## config.mk

```make
export PLATFORM = sky130hd
export DESIGN_NAME = booth_mac_ctrl
export DESIGN_NICKNAME = d
export VERILOG_FILES = /design/src/rtl/booth_mac_ctrl.sv
export SDC_FILE = /design/constraint.sdc
export NUM_CORES = 1
export LEC_CHECK = 0
export ABC_AREA = 0
export BUFFER_PORTS_ARGS = -buffer_cell sky130_fd_sc_hd__buf_2
export CAP_MARGIN = 0
export CELL_PAD_IN_SITES_DETAIL_PLACEMENT = 2
export CELL_PAD_IN_SITES_GLOBAL_PLACEMENT = 2
export CORE_MARGIN = 4
export CORE_UTILIZATION = 25
export DETAILED_ROUTE_END_ITERATION = 7
export PLACE_DENSITY_LB_ADDON = 0.1
export SYNTH_ARGS = -nofsm -noshare
export SYNTH_HDL_FRONTEND = slang
export SYNTH_SLANG_ARGS = --single-unit
```

## constraint.sdc

```tcl
create_clock -name clk -period 5 [get_ports clk]
set_input_delay 1 -clock clk [delete_from_list [all_inputs] [get_ports clk]]
set_output_delay 1 -clock clk [all_outputs]
set_load 0.05 [all_outputs]
```

## src/rtl/booth_mac_ctrl.sv

```systemverilog
// Booth MAC controller: issues operand pairs to an external Booth multiplier and
// accumulates the signed products into a dot-product frame with handshaked output.
module booth_mac_ctrl #(
  parameter int nb    = 8,
  parameter int ACC_W = 2*nb+8
) (
  input  logic                    clk,
  input  logic                    rst_n,
  input  logic                    in_valid,
  output logic                    in_ready,
  input  logic signed [nb-1:0]    in_a,
  input  logic signed [nb-1:0]    in_b,
  input  logic                    in_last,
  output logic                    mul_start,
  output logic signed [nb-1:0]    mul_a,
  output logic signed [nb-1:0]    mul_b,
  input  logic signed [2*nb-1:0]  mul_product,
  input  logic                    mul_ready,
  output logic                    out_valid,
  input  logic                    out_ready,
  output logic signed [ACC_W-1:0] out_acc,
  output logic [15:0]             out_count,
  output logic                    out_ovf
);

  typedef enum logic [1:0] {IDLE, START, WAIT, OUT} state_t;

  state_t                   state, state_nxt;
  logic                     alive;
  logic                     last_q;
  logic signed [ACC_W-1:0]  acc;
  logic [15:0]              count;
  logic                     ovf;
  logic signed [ACC_W-1:0]  prod_ext;
  logic signed [ACC_W-1:0]  sum;
  logic                     accept, accum, out_fire;

  function automatic logic signed [ACC_W-1:0] sext_prod(input logic signed [2*nb-1:0] p);
    return ACC_W'(p);
  endfunction

  function automatic logic [15:0] sat_inc(input logic [15:0] c);
    return (c == 16'hFFFF) ? c : c + 16'd1;
  endfunction

  function automatic logic add_ovf(input logic signed [ACC_W-1:0] a,
                                   input logic signed [ACC_W-1:0] b,
                                   input logic signed [ACC_W-1:0] s);
    return (a[ACC_W-1] == b[ACC_W-1]) && (s[ACC_W-1] != a[ACC_W-1]);
  endfunction

  assign prod_ext = sext_prod(mul_product);
  assign sum      = acc + prod_ext;

  // mul_ready is deliberately not looked at in START: it may still be high from the previous product
  always_comb begin
    state_nxt = state;
    in_ready  = 1'b0;
    mul_start = 1'b0;
    out_valid = 1'b0;
    accept    = 1'b0;
    accum     = 1'b0;
    out_fire  = 1'b0;
    unique case (state)
      IDLE: begin
        in_ready = alive;
        if (in_valid && alive) begin
          accept    = 1'b1;
          state_nxt = START;
        end
      end
      START: begin
        mul_start = 1'b1;
        state_nxt = WAIT;
      end
      WAIT: begin
        if (mul_ready) begin
          accum     = 1'b1;
          state_nxt = last_q ? OUT : IDLE;
        end
      end
      OUT: begin
        out_valid = 1'b1;
        if (out_ready) begin
          out_fire  = 1'b1;
          state_nxt = IDLE;
        end
      end
      default: state_nxt = IDLE;
    endcase
  end

  // alive keeps in_ready low until the first edge after reset release
  always_ff @(posedge clk or negedge rst_n) begin
    if (!rst_n) begin
      state <= IDLE;
      alive <= 1'b0;
    end else begin
      state <= state_nxt;
      alive <= 1'b1;
    end
  end

  always_ff @(posedge clk or negedge rst_n) begin
    if (!rst_n) begin
      mul_a  <= '0;
      mul_b  <= '0;
      last_q <= 1'b0;
      acc    <= '0;
      count  <= '0;
      ovf    <= 1'b0;
    end else begin
      if (accept) begin
        mul_a  <= in_a;
        mul_b  <= in_b;
        last_q <= in_last;
      end
      if (accum) begin
        acc   <= sum;
        count <= sat_inc(count);
        if (add_ovf(acc, prod_ext, sum))
          ovf <= 1'b1;
      end
      if (out_fire) begin
        acc   <= '0;
        count <= '0;
        ovf   <= 1'b0;
      end
    end
  end

  assign out_acc   = acc;
  assign out_count = count;
  assign out_ovf   = ovf;

endmodule

```

# Yosys cells after proc, flatten, opt, wreduce, memory -nomap -nowiden
# Index checks and enable logic that the tools add are counted.
# totals
regBits,61
inputBits,38
output_inout_bits,60
# classes
n_addsub,2
n_eq_ne,10
n_mux,22
n_reduce_logical,8
# op_table
cell,count
$mux W16,3
$mux W24,2
$add A24 B16 Y24,1
$add A16 B1 Y16 const B,1
$eq A16 B16 Y1 const B,1
$mux W1,12
$mux W2,4
$ne A2 B2 Y1 const B,4
$pmux W2 S4,1
$eq A2 B2 Y1 const B,2
$reduce_and A2 Y1,2
$reduce_bool A2 Y1,2
$reduce_and A3 Y1,1
$eq A2 B1 Y1 const B,1
$logic_and A1 B1 Y1,2
$logic_not A2 Y1,1
$eq A1 B1 Y1,1
$ne A1 B1 Y1,1

# Depth between registers and ports, before layout
# logic_depth
ltp_word,6
depth_mapped,10
ltp_nobuf,10

# Least setup slack after synthesis
# OpenSTA, ideal clock, no wires.
# synth_timing
kind,input to register
start,in mul_product[0]
end,reg acc[20] (netlist: out_acc[20])
setup_ns,0.133
arrival_ns,2.726
required_ns,4.867
setup_slack_ns,2.141
cell_stages,10
path_buffers,0
cell_sequence,ha_1 -> inv_1 -> fa_1 -> nor2b_2 -> o31ai_1 -> a2bb2oi_2 -> a31oi_1 -> o31ai_1 -> xnor2_1 -> o21ai_0
# synth_between
elab_chain_cells,3
# synth_lines
element,line_no,rtl
start: declaration,17,"input logic signed [2*nb-1:0] mul_product,"
$add A24 B16 Y24,53,assign sum = acc + prod_ext;
$mux W24,118,if (accum) begin
$mux W24,124,if (out_fire) begin
end signal: assignment,119,acc <= sum;
end: declaration,31,logic signed [ACC_W-1:0] acc;
# Every way passes these cells. The select of a mux whose other input is x is not followed.
# A chain may end at the register's enable or synchronous reset.

# Worst setup path in the final report
# layout_timing
start,in mul_product[0]
end,reg acc[18] (netlist: out_acc[18])
# The elaborated chain is that of the path after synthesis.

==> impl_metrics.ini <==
[run_status]
result_of_the_run = complete, no violations

[critical_path]
crit_fanout = 4
worstPathBufferInverterCount = 2
ff2ff_path_depth = 10
origin_of_the_critical_flop_to_flop_path = out_acc[0]
cpPeakStageDelay_ps = 410
worst-setup-path-type = primary input to register
cp_data_arrival_time_ps = 3120
cpMaxStageDelayCell = sky130_fd_sc_hd__o31ai_1
rrSetupSlack_ps = 2430
cp.required_ps = 5170
r2r_end = out_acc[18]
cp-start-kind = primary input
critPathMostFrequentCell = sky130_fd_sc_hd__o21ai_0
cp_cell_sequence = buf_2, ha_1, inv_1, fa_1, nor2b_2, o31ai_1, a2bb2oi_2, a221oi_2, o21ai_0, xnor2_1, o21ai_0
end_kind = register
crit_family = compound AO/OA/AOI/OAI gates

[die]
die_area_sq_um = 16540
floorplan.rows = 43
die_width_microns = 128.6
area_of_the_core_sq_um = 14040
fp.dieH_microns = 128.6
initial_utilization_pct = 25.90
boundaryPins = 98

[layout]
drive_above_1_share_pct = 30.53
diodes = 0
n_fill_cell = 1588
fin_util_pct = 33.14
area.growth.synth_to_final_pct = 27.93
post-route-cell-area_sq_um = 4653
fin_nets = 533
final_cells = 655

[timing]
clock_skew_ps = 6.292
finalSetupViolCount = 0
maxSlewHeadroom_pct = 32.66
fin_crit_ps = 2941
tns_ps = 0
unrepaired_setup_endpoints_after_global_routing = no
hold-worst-slack_ps = 484.8
worst-slew-pin-transition_ps = 1009
highest_attainable_clock_frequency_mhz = 340.0
final_max_slew_viol_count = 0
final_hold_vios = 0
final_min_period_over_clock_period_pct = 58.82

[routing]
postRouteWirelength_microns = 11400
routed_via_density = 4.861
route.antenna.remaining_nets = 0
routed_wire_length_per_instance_microns = 17.41
drtIter0Drc = 82
drc = 0
first_drt_pass_iteration_count = 4
route.vias.total = 3184

[yosys]
synthesis.yosys.warnings = 0
synthDistinctLibCells = 60
dominantRegCellSynth = sky130_fd_sc_hd__dfrtp_1
ys_ff_latch = 61
synth_edf_count = 0
post_synthesis_average_cell_area_sq_um = 9.778
post_synth_instance_area_sq_um = 3637
async_reset_ff_share_pct = 100.0
synth_seq_area_share_pct = 41.97
syn-num-nets = 435
syn-instance-count = 372

[placement]
dp_cells = 639
gp_routability_congestion = 0.7292
dpl-instance-area_sq_um = 4305
io_buffer_count = 97
dp_hpwl_microns = 8739

[power]
irDropWorstVdd_v = 0.0002439
cell_internal_pwr_mw = 1.765
switching_share_pct = 49.19
p_switching_mw = 1.709
power.sequential.fraction_pct = 23.8
power.share.combinational_pct = 55.0
power-per-cell-area_nw_per_um2 = 746.4
clkPwrFrac_pct = 21.2
power_leakage_nw = 2.266

[global_route]
grt_pass1_vias = 3640
grt_antenna_before_repair = 1
grt-ovfl-total = 0
global_route_wire_length_before_repair_microns = 19040
grt.total_usage_pct = 14.56
grt_start_max_net_pins = 33

[clocking]
cts.repair.resized = 0
cts_buffers = 9
clock_sinks = 61
clkTransAtPathRegs_ps = 60
clock_path_buffers = 2
cts.repair_timing.setup_buffer_count = 0
htreeDepth = 3
ctsRootBufferMaster = sky130_fd_sc_hd__clkbuf_16
cts.hold.buffers_added = 0
cts_tree = done
worstSkewPairLatency_ps = 330

[hold_path]
worst_hold_startpoint = out_ovf
worst_hold_path.endpoint = out_ovf
holdPathStages = 2
hold_path.class = register to register

[run]
max-cap-violations = 0
-- state kept, by name, summed over array words and instances (netlist names) --
register,count
out_ovf,1
alive,1
last_q,1
state,2
mul_a,8
out_count,16
mul_b,8
out_acc,24
-- cells in the mapped netlist (2+ instances only) --
| cell | instances | area [sq um] |
|---|---|---|
| sky130_fd_sc_hd__a211oi_1 | 2 | 15.01 |
| sky130_fd_sc_hd__a21o_1 | 12 | 90.09 |
| sky130_fd_sc_hd__a21oi_1 | 15 | 75.07 |
| sky130_fd_sc_hd__a31oi_1 | 4 | 25.02 |
| sky130_fd_sc_hd__and2_1 | 4 | 25.02 |
| sky130_fd_sc_hd__and3_1 | 3 | 18.77 |
| sky130_fd_sc_hd__and4_1 | 2 | 17.52 |
| sky130_fd_sc_hd__buf_2 | 3 | 15.01 |
| sky130_fd_sc_hd__clkbuf_1 | 7 | 26.28 |
| sky130_fd_sc_hd__dfrtp_1 | 61 | 1526 |
| sky130_fd_sc_hd__ha_1 | 24 | 300.3 |
| sky130_fd_sc_hd__inv_1 | 10 | 37.54 |
| sky130_fd_sc_hd__mux2_2 | 17 | 191.4 |
| sky130_fd_sc_hd__nand2_1 | 39 | 146.4 |
| sky130_fd_sc_hd__nand2b_1 | 2 | 12.51 |
| sky130_fd_sc_hd__nand3_1 | 15 | 75.07 |
| sky130_fd_sc_hd__nand4_1 | 5 | 31.28 |
| sky130_fd_sc_hd__nor2_1 | 31 | 116.4 |
| sky130_fd_sc_hd__nor2b_1 | 3 | 18.77 |
| sky130_fd_sc_hd__o21a_1 | 4 | 30.03 |
| sky130_fd_sc_hd__o21ai_0 | 31 | 155.2 |
| sky130_fd_sc_hd__o21ai_2 | 2 | 17.52 |
| sky130_fd_sc_hd__o221ai_1 | 2 | 17.52 |
| sky130_fd_sc_hd__o31ai_1 | 4 | 30.03 |
| sky130_fd_sc_hd__or2_2 | 2 | 12.51 |
| sky130_fd_sc_hd__or3_1 | 3 | 18.77 |
| sky130_fd_sc_hd__xnor2_1 | 13 | 113.9 |
| sky130_fd_sc_hd__xor2_1 | 20 | 175.2 |
-- cell usage in the layout, fill, tap and decap left out, types with 3 or more instances in the layout --
master	n
sky130_fd_sc_hd__or3_1	3
sky130_fd_sc_hd__xnor2_1	13
sky130_fd_sc_hd__bufinv_16	3
sky130_fd_sc_hd__nand3_1	15
sky130_fd_sc_hd__clkbuf_16	9
sky130_fd_sc_hd__ha_1	24
sky130_fd_sc_hd__nand2_1	39
sky130_fd_sc_hd__o31ai_1	4
sky130_fd_sc_hd__and3_1	3
sky130_fd_sc_hd__a21o_1	12
sky130_fd_sc_hd__and2_1	4
sky130_fd_sc_hd__o21a_1	4
sky130_fd_sc_hd__buf_2	97
sky130_fd_sc_hd__nand4_1	5
sky130_fd_sc_hd__nor2_1	30
sky130_fd_sc_hd__a21oi_1	15
sky130_fd_sc_hd__a31oi_1	4
sky130_fd_sc_hd__inv_1	10
sky130_fd_sc_hd__dfrtp_1	61
sky130_fd_sc_hd__xor2_1	20
sky130_fd_sc_hd__mux2_2	17
sky130_fd_sc_hd__o21ai_0	31
sky130_fd_sc_hd__nor2b_1	3
-- worst register-to-register path: stages (launching register included) --
cell and delay (ps):
sky130_fd_sc_hd__dfrtp_1 400, sky130_fd_sc_hd__ha_1 220, sky130_fd_sc_hd__inv_1 80, sky130_fd_sc_hd__fa_1 210, sky130_fd_sc_hd__nor2b_2 60, sky130_fd_sc_hd__o31ai_1 410, sky130_fd_sc_hd__a2bb2oi_2 180, sky130_fd_sc_hd__a221oi_2 350
sky130_fd_sc_hd__o21ai_0 190, sky130_fd_sc_hd__xnor2_1 210, sky130_fd_sc_hd__o21ai_0 100
-- how the worst max path moves through the flow --
stage | start | end | slack (ps) | cells past startpoint
floorplan | mul_product[0] | out_acc[20] | 2140 | 10
global placement | mul_product[0] | out_acc[20] | 1780 | 11
detailed placement | mul_product[0] | out_acc[18] | 1690 | 11
CTS | mul_product[0] | out_acc[18] | 2050 | 11
global route | mul_product[0] | out_acc[16] | 1830 | 11
finish | mul_product[0] | out_acc[18] | 2060 | 11
-- power groups by stage --
stage	clock network, mW	logic (mW)	registers (mW)
final	0.735	1.91	0.826
after global routing	0.788	2.09	0.864
after CTS	0.759	1.95	0.836
after detailed placement	0	1.94	0.842
after global placement	0	1.91	0.831
after floorplan	0	0.883	1.40
-- logic make-up after synthesis --
kind of cell | after synthesis | share of synthesized area, %
xor gates and xnor gates | 33 | 7.946
and+or+nand+nor | 115 | 14.79
AOI/OAI and AO/OA | 98 | 18.37
muxes | 18 | 5.538
DFF | 61 | 41.97
other | 1 | 0.1031
buffers and inverters | 21 | 2.477
adders and majority gates | 25 | 8.806
-- layer usage --
| layer | track usage [%] | part of all wire [%] | up-vias |
|---|---|---|---|
| met5 | 0 | 0.11 | - |
| li1 | - | - | 1529 |
| met1 | 17.25 | 43 | 1574 |
| met2 | 25.93 | 51 | 63 |
| met4 | 4.632 | 1.5 | 2 |
| met3 | 3.528 | 4.8 | 16 |
-- stage by stage --
| step | setup WS [ps] | power [mW] |
|---|---|---|
| finish | 2059 | 3.473 |
| global route | 1834 | 3.739 |
| CTS | 2046 | 3.544 |
| detailed placement | 1694 | 2.783 |
| global placement | 1777 | 2.741 |
| floorplan | 2141 | 2.286 |
-- final cells by class --
cell class	instances	area [sq um]	area share [%]
multi-input combinational	290	2023	43.48
sequential	61	1526	32.80
clock inverter	7	122.6	2.635
inverter	10	37.54	0.8067
timing repair buffer	98	493.0	10.59
tap	180	225.2	4.840
clock buffer	9	225.2	4.840
Note: power is estimated with default switching activity, not from simulation.
